[config.mk]
export PLATFORM = sky130hd
export DESIGN_NAME = sa_read_channel
export DESIGN_NICKNAME = d
export VERILOG_FILES = /design/src/rtl/axi_ic_pkg.sv /design/src/rtl/sa_outst_fifo.sv /design/src/rtl/sa_read_channel.sv
export SDC_FILE = /design/constraint.sdc
export NUM_CORES = 1
export LEC_CHECK = 0
export ABC_AREA = 1
export BUFFER_PORTS_ARGS = -buffer_cell sky130_fd_sc_hd__buf_2
export CELL_PAD_IN_SITES_DETAIL_PLACEMENT = 0
export CELL_PAD_IN_SITES_GLOBAL_PLACEMENT = 1
export CORE_ASPECT_RATIO = 0.75
export CORE_MARGIN = 3
export CORE_UTILIZATION = 29
export DETAILED_ROUTE_END_ITERATION = 6
export PLACE_DENSITY_LB_ADDON = 0.1
export SLEW_MARGIN = 0
export SYNTH_ARGS = -nofsm -noshare
export SYNTH_HDL_FRONTEND = slang
export SYNTH_SLANG_ARGS = --single-unit
[constraint.sdc]
create_clock -name ACLK_i -period 5 [get_ports ACLK_i]
set_input_delay 0.5 -clock ACLK_i [delete_from_list [all_inputs] [get_ports ACLK_i]]
set_output_delay 0.5 -clock ACLK_i [all_outputs]
set_load 0.03 [all_outputs]
[src/rtl/axi_ic_pkg.sv]
// ============================================================================
// Module   : axi_ic_pkg
// Brief    : Shared AXI interconnect field widths, defaults and AR FSM states.
// Revision : 1.0 - initial release
// ============================================================================
`default_nettype none

package axi_ic_pkg;

    localparam int c_mst_amt           = 2;
    localparam int c_slv_amt           = 1;
    localparam int c_data_width        = 32;
    localparam int c_addr_width        = 32;
    localparam int c_trans_mst_id_w    = 5;
    localparam int c_trans_burst_w     = 2;
    localparam int c_trans_data_len_w  = 3;
    localparam int c_trans_data_size_w = 3;

    localparam logic [1:0] c_burst_fixed = 2'b00;
    localparam logic [1:0] c_burst_incr  = 2'b01;
    localparam logic [1:0] c_burst_wrap  = 2'b10;

    typedef enum logic {
        AR_IDLE = 1'b0,
        AR_HOLD = 1'b1
    } ar_state_t;

endpackage

`default_nettype wire

[src/rtl/sa_outst_fifo.sv]
// ============================================================================
// Module   : sa_outst_fifo
// Brief    : Synchronous FIFO holding the master index of each in-flight read.
// Revision : 1.0 - initial release
// ============================================================================
`default_nettype none

module sa_outst_fifo #(
    parameter int DEPTH = 8,
    parameter int WIDTH = 1
) (
    input  logic             clk,
    input  logic             rst,
    input  logic             i_push,
    input  logic [WIDTH-1:0] i_push_data,
    input  logic             i_pop,
    output logic             o_full,
    output logic             o_empty,
    output logic [WIDTH-1:0] o_head
);

    localparam int PTR_W = (DEPTH > 1) ? $clog2(DEPTH) : 1;

    logic [WIDTH-1:0] r_mem [DEPTH];
    logic [PTR_W-1:0] r_wr_ptr;
    logic [PTR_W-1:0] r_rd_ptr;
    logic [PTR_W:0]   r_count;
    logic             w_push;
    logic             w_pop;

    assign o_full  = (r_count == (PTR_W+1)'(DEPTH));
    assign o_empty = (r_count == '0);
    assign o_head  = r_mem[r_rd_ptr];

    assign w_push = i_push & ~o_full;
    assign w_pop  = i_pop & ~o_empty;

    always_ff @(posedge clk) begin
        if (rst) begin
            r_wr_ptr <= '0;
            r_rd_ptr <= '0;
            r_count  <= '0;
        end else begin
            if (w_push) r_wr_ptr <= r_wr_ptr + 1'b1;
            if (w_pop)  r_rd_ptr <= r_rd_ptr + 1'b1;
            case ({w_push, w_pop})
                2'b10:   r_count <= r_count + 1'b1;
                2'b01:   r_count <= r_count - 1'b1;
                default: r_count <= r_count;
            endcase
        end
    end

    always_ff @(posedge clk) begin
        if (w_push) r_mem[r_wr_ptr] <= i_push_data;
    end

endmodule

`default_nettype wire

[src/rtl/sa_read_channel.sv]
// ============================================================================
// Module   : sa_read_channel
// Brief    : Slave-side AR arbiter with in-order R routing back to dispatchers.
//            SA_RR_ARB_EN selects round-robin; otherwise fixed lowest-index priority.
// Revision : 1.0 - initial release
// ============================================================================
`default_nettype none

module sa_read_channel
    import axi_ic_pkg::*;
#(
    parameter int MST_AMT           = c_mst_amt,
    parameter int OUTSTANDING_AMT   = 8,
    parameter int DATA_WIDTH        = c_data_width,
    parameter int ADDR_WIDTH        = c_addr_width,
    parameter int TRANS_MST_ID_W    = c_trans_mst_id_w,
    parameter int TRANS_BURST_W     = c_trans_burst_w,
    parameter int TRANS_DATA_LEN_W  = c_trans_data_len_w,
    parameter int TRANS_DATA_SIZE_W = c_trans_data_size_w,
    parameter int MST_ID_W          = (MST_AMT > 1) ? $clog2(MST_AMT) : 1
) (
    input  logic                                  ACLK_i,
    input  logic                                  ARESET_i,
    input  logic [TRANS_MST_ID_W*MST_AMT-1:0]     dsp_ARID_i,
    input  logic [ADDR_WIDTH*MST_AMT-1:0]         dsp_ARADDR_i,
    input  logic [TRANS_BURST_W*MST_AMT-1:0]      dsp_ARBURST_i,
    input  logic [TRANS_DATA_LEN_W*MST_AMT-1:0]   dsp_ARLEN_i,
    input  logic [TRANS_DATA_SIZE_W*MST_AMT-1:0]  dsp_ARSIZE_i,
    input  logic [MST_AMT-1:0]                    dsp_ARVALID_i,
    input  logic [MST_AMT-1:0]                    dsp_AR_outst_full_i,
    output logic [MST_AMT-1:0]                    dsp_ARREADY_o,
    output logic [TRANS_MST_ID_W*MST_AMT-1:0]     dsp_RID_o,
    output logic [DATA_WIDTH*MST_AMT-1:0]         dsp_RDATA_o,
    output logic [MST_AMT-1:0]                    dsp_RLAST_o,
    output logic [MST_AMT-1:0]                    dsp_RVALID_o,
    input  logic [MST_AMT-1:0]                    dsp_RREADY_i,
    output logic [TRANS_MST_ID_W-1:0]             s_ARID_o,
    output logic [ADDR_WIDTH-1:0]                 s_ARADDR_o,
    output logic [TRANS_BURST_W-1:0]              s_ARBURST_o,
    output logic [TRANS_DATA_LEN_W-1:0]           s_ARLEN_o,
    output logic [TRANS_DATA_SIZE_W-1:0]          s_ARSIZE_o,
    output logic                                  s_ARVALID_o,
    input  logic                                  s_ARREADY_i,
    input  logic [TRANS_MST_ID_W-1:0]             s_RID_i,
    input  logic [DATA_WIDTH-1:0]                 s_RDATA_i,
    input  logic                                  s_RLAST_i,
    input  logic                                  s_RVALID_i,
    output logic                                  s_RREADY_o
);

    ar_state_t                     r_state;
    ar_state_t                     w_state_nxt;
    logic [MST_AMT-1:0]            w_eligible;
    logic [MST_ID_W-1:0]           w_start;
    logic [MST_ID_W-1:0]           w_winner;
    logic                          w_found;
    logic                          w_grant;
    int                            w_idx;
    logic                          w_fifo_full;
    logic                          w_fifo_empty;
    logic [MST_ID_W-1:0]           w_head;
    logic                          w_r_active;
    logic                          w_pop;
    logic [TRANS_MST_ID_W-1:0]     r_arid;
    logic [ADDR_WIDTH-1:0]         r_araddr;
    logic [TRANS_BURST_W-1:0]      r_arburst;
    logic [TRANS_DATA_LEN_W-1:0]   r_arlen;
    logic [TRANS_DATA_SIZE_W-1:0]  r_arsize;

    assign w_eligible = dsp_ARVALID_i & ~dsp_AR_outst_full_i;

`ifdef SA_RR_ARB_EN
    logic [MST_ID_W-1:0] r_rr_ptr;

    // Pointer holds the next search start, i.e. last winner + 1 mod MST_AMT.
    always_ff @(posedge ACLK_i) begin
        if (ARESET_i) begin
            r_rr_ptr <= '0;
        end else if (w_grant) begin
            r_rr_ptr <= (int'(w_winner) == MST_AMT - 1) ? '0 : w_winner + 1'b1;
        end
    end

    assign w_start = r_rr_ptr;
`else
    assign w_start = '0;
`endif

    always_comb begin
        w_winner = '0;
        w_found  = 1'b0;
        w_idx    = 0;
        for (int i = 0; i < MST_AMT; i++) begin
            w_idx = (int'(w_start) + i) % MST_AMT;
            if (!w_found && w_eligible[w_idx]) begin
                w_found  = 1'b1;
                w_winner = MST_ID_W'(w_idx);
            end
        end
    end

    // A full FIFO blocks the grant even when a pop lands in the same cycle.
    assign w_grant = (r_state == AR_IDLE) & w_found & ~w_fifo_full & ~ARESET_i;

    always_comb begin
        dsp_ARREADY_o = '0;
        for (int i = 0; i < MST_AMT; i++) begin
            dsp_ARREADY_o[i] = w_grant & (w_winner == MST_ID_W'(i));
        end
    end

    always_comb begin
        w_state_nxt = r_state;
        case (r_state)
            AR_IDLE: if (w_grant)     w_state_nxt = AR_HOLD;
            AR_HOLD: if (s_ARREADY_i) w_state_nxt = AR_IDLE;
            default:                  w_state_nxt = AR_IDLE;
        endcase
    end

    always_ff @(posedge ACLK_i) begin
        if (ARESET_i) begin
            r_state   <= AR_IDLE;
            r_arid    <= '0;
            r_araddr  <= '0;
            r_arburst <= '0;
            r_arlen   <= '0;
            r_arsize  <= '0;
        end else begin
            r_state <= w_state_nxt;
            if (w_grant) begin
                r_arid    <= dsp_ARID_i[w_winner*TRANS_MST_ID_W +: TRANS_MST_ID_W];
                r_araddr  <= dsp_ARADDR_i[w_winner*ADDR_WIDTH +: ADDR_WIDTH];
                r_arburst <= dsp_ARBURST_i[w_winner*TRANS_BURST_W +: TRANS_BURST_W];
                r_arlen   <= dsp_ARLEN_i[w_winner*TRANS_DATA_LEN_W +: TRANS_DATA_LEN_W];
                r_arsize  <= dsp_ARSIZE_i[w_winner*TRANS_DATA_SIZE_W +: TRANS_DATA_SIZE_W];
            end
        end
    end

    assign s_ARVALID_o = (r_state == AR_HOLD);
    assign s_ARID_o    = r_arid;
    assign s_ARADDR_o  = r_araddr;
    assign s_ARBURST_o = r_arburst;
    assign s_ARLEN_o   = r_arlen;
    assign s_ARSIZE_o  = r_arsize;

    sa_outst_fifo #(
        .DEPTH (OUTSTANDING_AMT),
        .WIDTH (MST_ID_W)
    ) u_outst_fifo (
        .clk         (ACLK_i),
        .rst         (ARESET_i),
        .i_push      (w_grant),
        .i_push_data (w_winner),
        .i_pop       (w_pop),
        .o_full      (w_fifo_full),
        .o_empty     (w_fifo_empty),
        .o_head      (w_head)
    );

    // R beats with no outstanding owner are stalled rather than dropped.
    assign w_r_active = ~w_fifo_empty & ~ARESET_i;
    assign s_RREADY_o = w_r_active & dsp_RREADY_i[w_head];
    assign w_pop      = s_RVALID_i & s_RREADY_o & s_RLAST_i;

    always_comb begin
        dsp_RVALID_o = '0;
        for (int i = 0; i < MST_AMT; i++) begin
            dsp_RVALID_o[i] = w_r_active & s_RVALID_i & (w_head == MST_ID_W'(i));
        end
    end

    assign dsp_RID_o   = {MST_AMT{s_RID_i}};
    assign dsp_RDATA_o = {MST_AMT{s_RDATA_i}};
    assign dsp_RLAST_o = {MST_AMT{s_RLAST_i}};

endmodule

`default_nettype wire

==> key figures, run 1 <==
Outcome
  – Outcome: complete, no violations

Detailed routing
  – Drt wl/cell: approximately 14 um
  – Iter 0 DRT Violations: 91
  – Final wirelength: between 10,000 and 15,000 um
  – DRC viols: 0
  – Drt pass-1 iters: 4
  – Via count: 3,141
  – ANT nets after route: 0
  – Via density: 4.41

Logic synthesis
  – Mapped Area: between 3000 and 4000 um^2
  – Synthesized area per cell: 7.51 um^2
  – Mapped Cells: 473
  – Post-synth EDFFs: 8
  – Yosys warning total: 0
  – Post-synthesis cell type count: 27
  – Register area share after synthesis: 0.400
  – Post-synth ARST share: 0
  – #FFs+latches synth: 67
  – Top FF cell, synth: dfxtp_1
  – Syn Nets: 616

Power
  – Logic gate share of total power: 0.151
  – Cell area power density: 352 nW/um^2
  – Switch share: 0.263
  – Switching pwr: about 0.00039 W
  – P_leak: 1.89 nW
  – Peak VDD IR: 172 uV
  – Int Power: 0.00108 W
  – Clk network pwr share: 0.448
  – Flop pwr share: 0.402

Place
  – Placed insts: 696
  – Dpl hpwl: 7530 um
  – IO buf count: between 150 and 200
  – Placed inst area: a little under 4000 um^2
  – Routability cong.: 0.764

Layout
  – Post-Layout Cell Count: 712
  – Final Cell Area: 4170 um^2
  – Commonest non-fill, non-tap cell in the layout: nand2_1
  – Filler instances: 1,312
  – Area growth, synth to finish: 17.4%
  – Layout cells sized above 1: 0.320
  – Nets: between 600 and 700
  – Layout Utilization: 0.354
  – Inserted Diodes: 0
  – Most frequent cells in the layout: 161 x nand2_1, 153 x buf_2, 59 x dfxtp_1, 45 x a31oi_1, 31 x inv_1

CTS
  – Post-CTS Setup Inserts: 0
  – Post-CTS sizing: 0
  – Clk pin slew, worst setup/hold paths: 0.05 ns
  – Clock Tree Root: clkbuf_16
  – CTS Buffer Depth: 2
  – CTS tree: yes
  – Hold-fix buffers, CTS: 0
  – CTS Buf Count: 9
  – CTS H-Tree Depth: 3
  – Clk sinks: 67
  – Clk_lat worst skew: 0.33 ns

Job
  – Max_cap viols: 0

STA
  – Max transition margin: 0.593
  – Pins Over Slew Limit: 0
  – Highest Clock Rate: 343 MHz
  – Count of final hold-check violations: 0
  – Setup TNS: 0 ns
  – Tmin final: 2.92 ns
  – Final period util: 0.583
  – Final setup fails: 0
  – Clk_skew: 0.00610 ns
  – RSZ-0062 raised after global routing: no
  – Slew @ Worst Pin: 0.609 ns

Global route
  – Antenna violations before repair: 0
  – Number of global-route vias before repair: approximately 3,100
  – Grt total ovfl: 0
  – First-pass GRT wire length: ~16,000 um
  – Tot GR Track Use: 0.150
  – Largest net degree at the start of global routing: 51

Die
  – Die Wd: 134 um
  – Die height: 102 um
  – Core ar.: 11,800 um^2
  – Die ar.: 13,600 um^2
  – Starting Density: 0.301
  – I/O pins: 265
  – Core Rows: 34

Worst setup path
  – Worst setup EP type: primary output
  – Startpoint Class: register
  – Reg2reg path depth: 16
  – Worst Path Required: between 4 and 5 ns
  – WP data arrival: 2.42 ns
  – Crit Reg-Reg Endpoint: u_outst_fifo.r_count[2]$_SDFFE_PP0P_
  – R2r setup slk: between 2 and 2.5 ns
  – CP Class: reg -> out
  – Critical-path maximum fanout: 46

Worst hold path
  – Worst min path class: in -> reg
  – Hold-critical path depth: 2
  – Hold_sp: s_ARREADY_i
  – Hold endpoint: s_ARVALID_o$_SDFF_PP0_
-- synthesized netlist by cell type (2+ instances only) --
| library cell | count | share of area |
|---|---|---|
| inv_1 | 31 | 0.033 |
| ha_1 | 5 | 0.018 |
| nand3_1 | 10 | 0.014 |
| dfxtp_1 | 59 | 0.33 |
| clkbuf_1 | 6 | 0.0063 |
| nand4_1 | 4 | 0.0070 |
| buf_4 | 77 | 0.16 |
| buf_6 | 4 | 0.013 |
| edfxtp_1 | 8 | 0.068 |
| nand2_1 | 161 | 0.17 |
| nor3_1 | 2 | 0.0028 |
| o21ai_0 | 5 | 0.0070 |
| a31oi_1 | 45 | 0.079 |
| nor2_1 | 27 | 0.029 |
| buf_2 | 9 | 0.013 |
| xor2_1 | 2 | 0.0049 |
| a21oi_1 | 7 | 0.0099 |
| xnor2_1 | 2 | 0.0049 |
-- flip-flops by register name (all words and copies together) (netlist names), named ones only --
name                   cells
s_ARID_o                   5
s_ARBURST_o                2
u_outst_fifo.r_mem         8
u_outst_fifo.r_rd_ptr      3
s_ARSIZE_o                 3
u_outst_fifo.r_wr_ptr      3
s_ARLEN_o                  3
u_outst_fifo.r_count       4
s_ARVALID_o                1
s_ARADDR_o                32
-- routing by layer --
| metal | GRT usage | up-vias | wire length [um] |
|---|---|---|---|
| li1 | - | 1587 | - |
| met1 | 0.179 | 1395 | 4390 |
| met2 | 0.244 | 142 | 4670 |
| met3 | 0.0664 | 17 | 974 |
| met4 | 0.0545 | 0 | 248 |
| met5 | 0 | - | 0 |
-- worst max-delay path by stage --
stage | start | endpoint
after floorplan | ARESET_i | u_outst_fifo.r_count[2]$_SDFFE_PP0P_
after global placement | dsp_AR_outst_full_i[0] | dsp_ARREADY_o[1]
after detailed placement | dsp_AR_outst_full_i[0] | u_outst_fifo.r_count[2]$_SDFFE_PP0P_
after CTS | u_outst_fifo.r_count[0]$_SDFFE_PP0P_ | dsp_ARREADY_o[1]
after global routing | u_outst_fifo.r_count[0]$_SDFFE_PP0P_ | dsp_ARREADY_o[1]
final | u_outst_fifo.r_count[0]$_SDFFE_PP0P_ | dsp_ARREADY_o[1]
-- critical path: stages, from the launching register on --
cell,delay (ns)
dfxtp_1,0.42
nor2_1,0.09
nand3_2,0.09
nand4_4,0.49
nor2_4,0.21
buf_4,0.47
buf_2,0.30
-- power by group through the flow --
stage	sequential, W	clock (W)	combinational, W
final	0.000589	0.000657	0.000221
after CTS	0.000589	0.000682	0.000225
after floorplan	0.000640	0	0.000210
after global routing	0.000593	0.000712	0.000247
after detailed placement	0.000600	0	0.000224
after global placement	0.000601	0	0.000224
-- stage by stage --
| stage | hold WS, ns | setup WS [ns] | total power, W |
|---|---|---|---|
| after global routing | 0.344 | 1.87 | 0.00155 |
| final | 0.345 | 2.08 | 0.00147 |
| after detailed placement | 0.474 | 2.11 | 0.000824 |
| after CTS | 0.337 | 2.01 | 0.00150 |
| after floorplan | 0.471 | 2.68 | 0.000850 |
| after global placement | 0.472 | 2.18 | 0.000825 |
-- kinds of logic (layout without fill, tap and decap cells) --
| group | count (synthesis) | after routing | synth area share |
|---|---|---|---|
| AND/OR/NAND/NOR | 210 | 210 | 0.244 |
| buffers and inverters | 128 | 205 | 0.228 |
| flip-flops | 67 | 67 | 0.400 |
| AO/OA/AOI/OAI | 59 | 59 | 0.0997 |
| adder cells (fa/ha/maj) | 5 | 5 | 0.0176 |
| XOR/XNOR | 4 | 4 | 0.00987 |
-- cell type report --
| type | count | area [um^2] | area share |
|---|---|---|---|
| clock buffers | 10 | 229 | 0.0549 |
| flip-flops and latches | 67 | 1420 | 0.341 |
| repair buffers | 157 | 796 | 0.191 |
| multi-input cells | 278 | 1320 | 0.316 |
| well taps | 162 | 203 | 0.0486 |
| clock inverters | 6 | 80.1 | 0.0192 |
| inverters | 32 | 120 | 0.0288 |
Note: power is estimated with default switching activity, not from simulation.
==> run 2, diff against run 1 <==
--- a/config.mk
+++ b/config.mk
@@ -11,7 +11,7 @@
 export CELL_PAD_IN_SITES_GLOBAL_PLACEMENT = 1
 export CORE_ASPECT_RATIO = 0.75
 export CORE_MARGIN = 3
-export CORE_UTILIZATION = 29
+export CORE_UTILIZATION = 24
 export DETAILED_ROUTE_END_ITERATION = 6
 export PLACE_DENSITY_LB_ADDON = 0.1
 export SLEW_MARGIN = 0
==> constraint.sdc (replaced) <==
create_clock -name ACLK_i -period 2.6 [get_ports ACLK_i]
set_input_delay 0.26 -clock ACLK_i [delete_from_list [all_inputs] [get_ports ACLK_i]]
set_output_delay 0.26 -clock ACLK_i [all_outputs]
set_load 0.03 [all_outputs]
==> key figures, run 2 (synthesized netlist as in run 1, its figures left out) <==
Worst setup path
  – Worst path top cell family by delay: simple AND/OR/NAND/NOR gates (unchanged)
  – R2r setup slk: 0.35 ns (was 2.26 ns)
  – Reg2reg path depth: 16 (unchanged)
  – CP cell instances: inv_1 -> nand2_1 -> nand3_1 -> nand3_1 -> nand3b_1 -> nand3_1 -> nor2_2 -> ha_2 -> nand2_1 -> inv_1 -> nor2_2 -> ha_1 -> a21oi_1 -> xor2_1 -> o21ai_1 -> inv_1 (was nor2_1 -> nand3_2 -> nand4_4 -> nor2_4 -> buf_4 -> buf_2)
  – WP data arrival: 2.47 ns (was 2.42 ns)
  – Slowest cell on the critical path: dfxtp_2 (was nand4_4)
  – Critical-path maximum fanout: 5 (was 46)
  – CP bufs+invs: 3 (was 2)
  – Startpoint Class: register (unchanged)
  – Worst Path Required: 2.82 ns (was 4.50 ns)
  – CP Class: reg -> reg (was reg -> out)
  – Worst setup EP type: register (was primary output)
  – Crit Reg-Reg Endpoint: u_outst_fifo.r_count[2]$_SDFFE_PP0P_ (unchanged)
  – Peak per-stage delay on the critical path: 0.33 ns (was 0.49 ns)

Die
  – I/O pins: 265 (unchanged)
  – Core Rows: 37 (was 34)
  – Die Wd: 146 um (was 134 um)
  – Die height: 111 um (was 102 um)
  – Starting Density: 0.252 (was 0.301)
  – Core ar.: 14,100 um^2 (was 11,800 um^2)
  – Die ar.: 16,300 um^2 (was 13,600 um^2)

CTS
  – Hold-fix buffers, CTS: 0 (unchanged)
  – Post-CTS Setup Inserts: 0 (unchanged)
  – Clk sinks: 67 (unchanged)
  – CTS tree: yes (unchanged)
  – CTS Buf Count: 9 (unchanged)
  – CTS H-Tree Depth: 3 (unchanged)
  – CTS Buffer Depth: 2 (unchanged)
  – Clock Tree Root: clkbuf_16 (unchanged)
  – Clk_lat worst skew: 0.33 ns (about the same)
  – Clk pin slew, worst setup/hold paths: 0.05 ns (about the same)

Detailed routing
  – Final wirelength: 10,900 um (was 10,300 um)
  – Via count: 3,159 (was 3,141)
  – Iter 0 DRT Violations: 129 (was 91)
  – ANT nets after route: 0 (unchanged)
  – Via density: 4.22 (was 4.41)
  – Drt pass-1 iters: 4 (unchanged)
  – Drt wl/cell: 14.5 um (was 14.4 um)
  – DRC viols: 0 (unchanged)

STA
  – Tmin final: 2.25 ns
  – Final period util: 0.864
  – RSZ-0062 raised after global routing: no (unchanged)
  – Count of final hold-check violations: 0 (unchanged)
  – Highest Clock Rate: 445 MHz
  – Clk_skew: 0.00746 ns (was 0.00610 ns)
  – Pins Over Slew Limit: 0 (unchanged)
  – Final worst slack: 0.353 ns (was 2.08 ns)
  – Final setup fails: 0 (unchanged)
  – Slew @ Worst Pin: 0.588 ns (was 0.609 ns)
  – Max transition margin: 0.608 (was 0.593)
  – Setup TNS: 0 ns (unchanged)

Power
  – Cell area power density: 643 nW/um^2 (was 352 nW/um^2)
  – P_leak: 1.89 nW (about the same)
  – Power, Total: 0.00272 W (was 0.00147 W)
  – Peak VDD IR: 289 uV (was 172 uV)

Layout
  – Final Cell Area: 4240 um^2 (was 4170 um^2)
  – Post-Layout Cell Count: 748 (was 712)
  – Filler instances: 1,577 (was 1,312)
  – Layout cells sized above 1: 0.330 (was 0.320)
  – Commonest non-fill, non-tap cell in the layout: nand2_1 (unchanged)
  – Area of the multi-input gates: 1330 um^2 (was 1320 um^2)
  – Max FFs per register: 32 (unchanged)
  – Nets: 690 (was 688)
  – Reg area: 1420 um^2 (about the same)
  – Area growth, synth to finish: 19.3% (was 17.4%)
  – Most frequent cells in the layout: 161 x nand2_1, 153 x buf_2, 58 x dfxtp_1, 45 x a31oi_1, 31 x inv_1 (was 161 x nand2_1, 153 x buf_2, 59 x dfxtp_1, 45 x a31oi_1, 31 x inv_1)

Global route
  – Number of global-route vias before repair: 3,392 (was 3,144)
  – Tot GR Track Use: 0.133 (was 0.150)
  – First-pass GRT wire length: 17,500 um (was 16,100 um)
  – Grt total ovfl: 0 (unchanged)
  – Antenna violations before repair: 4 (was 0)
  – Largest net degree at the start of global routing: 51 (unchanged)

Worst hold path
  – Hold-critical path depth: 2 (unchanged)
  – Hold endpoint: s_ARVALID_o$_SDFF_PP0_ (unchanged)
  – Worst min path class: in -> reg (unchanged)
  – Hold_sp: s_ARREADY_i (unchanged)

Place
  – Placed insts: 731 (was 696)
  – Routability cong.: 0.750 (was 0.764)
  – IO buf count: 153 (unchanged)
  – Placed inst area: 3940 um^2 (was 3860 um^2)
  – DP Worst Slack: 0.250 ns (was 2.11 ns)
  – Dpl hpwl: 7920 um (was 7530 um)

Outcome
  – Outcome: complete, no violations (unchanged)

Job
  – Max_cap viols: 0 (unchanged)
==> run 2: how the worst max path moves through the flow <==
stage                     depth (start not counted)                                   end  slack (ns)
after floorplan                                  16  u_outst_fifo.r_count[2]$_SDFFE_PP0P_        0.43
after global routing                             17  u_outst_fifo.r_count[2]$_SDFFE_PP0P_        0.01
after detailed placement                         16  u_outst_fifo.r_count[2]$_SDFFE_PP0P_        0.25
final                                            16  u_outst_fifo.r_count[2]$_SDFFE_PP0P_        0.35
after CTS                                        16  u_outst_fifo.r_count[2]$_SDFFE_PP0P_        0.23
after global placement                           16  u_outst_fifo.r_count[2]$_SDFFE_PP0P_        0.28
==> run 2: layout make-up <==
cell class | instances | share of cell area
inverters | 32 | 0.0284
clock inverters | 1 | 0.00177
well taps | 195 | 0.0576
clock buffers | 14 | 0.0647
repair buffers | 159 | 0.197
multi-input cells | 278 | 0.313
flip-flops and latches | 67 | 0.336
diodes | 2 | 0.00118
==> run 2: timing repair <==
action | CTS | global route
endpoints found under the hold margin | 0 | 0
setup endpoints to repair | 0 | 3
resized for setup | 0 | 6
==> run 2: metrics by stage <==
| step | utilization | hold slack [ns] |
|---|---|---|
| after CTS | 0.300 | 0.0924 |
| after global routing | 0.301 | 0.0881 |
| after global placement | 0.280 | 0.441 |
| final | 0.301 | 0.108 |
| after detailed placement | 0.280 | 0.442 |
| after floorplan | - | 0.352 |
==> run 2: report_power, final <==
group	switching (W)	internal, W	leakage [nW]
registers	0.0000312	0.00110	0.555
logic	0.000281	0.000156	1.20
clock network	0.000434	0.000719	0.135
total	0.000746	0.00198	1.89
==> run 2: per-layer routing <==
layer	part of all wire	GRT usage	wire length, um	vias to the layer above
met5	0.0024	0	26	-
met4	0.015	0.0351	159	4
met3	0.12	0.0814	1330	26
met2	0.44	0.213	4760	139
met1	0.42	0.150	4610	1390
li1	-	-	-	1600
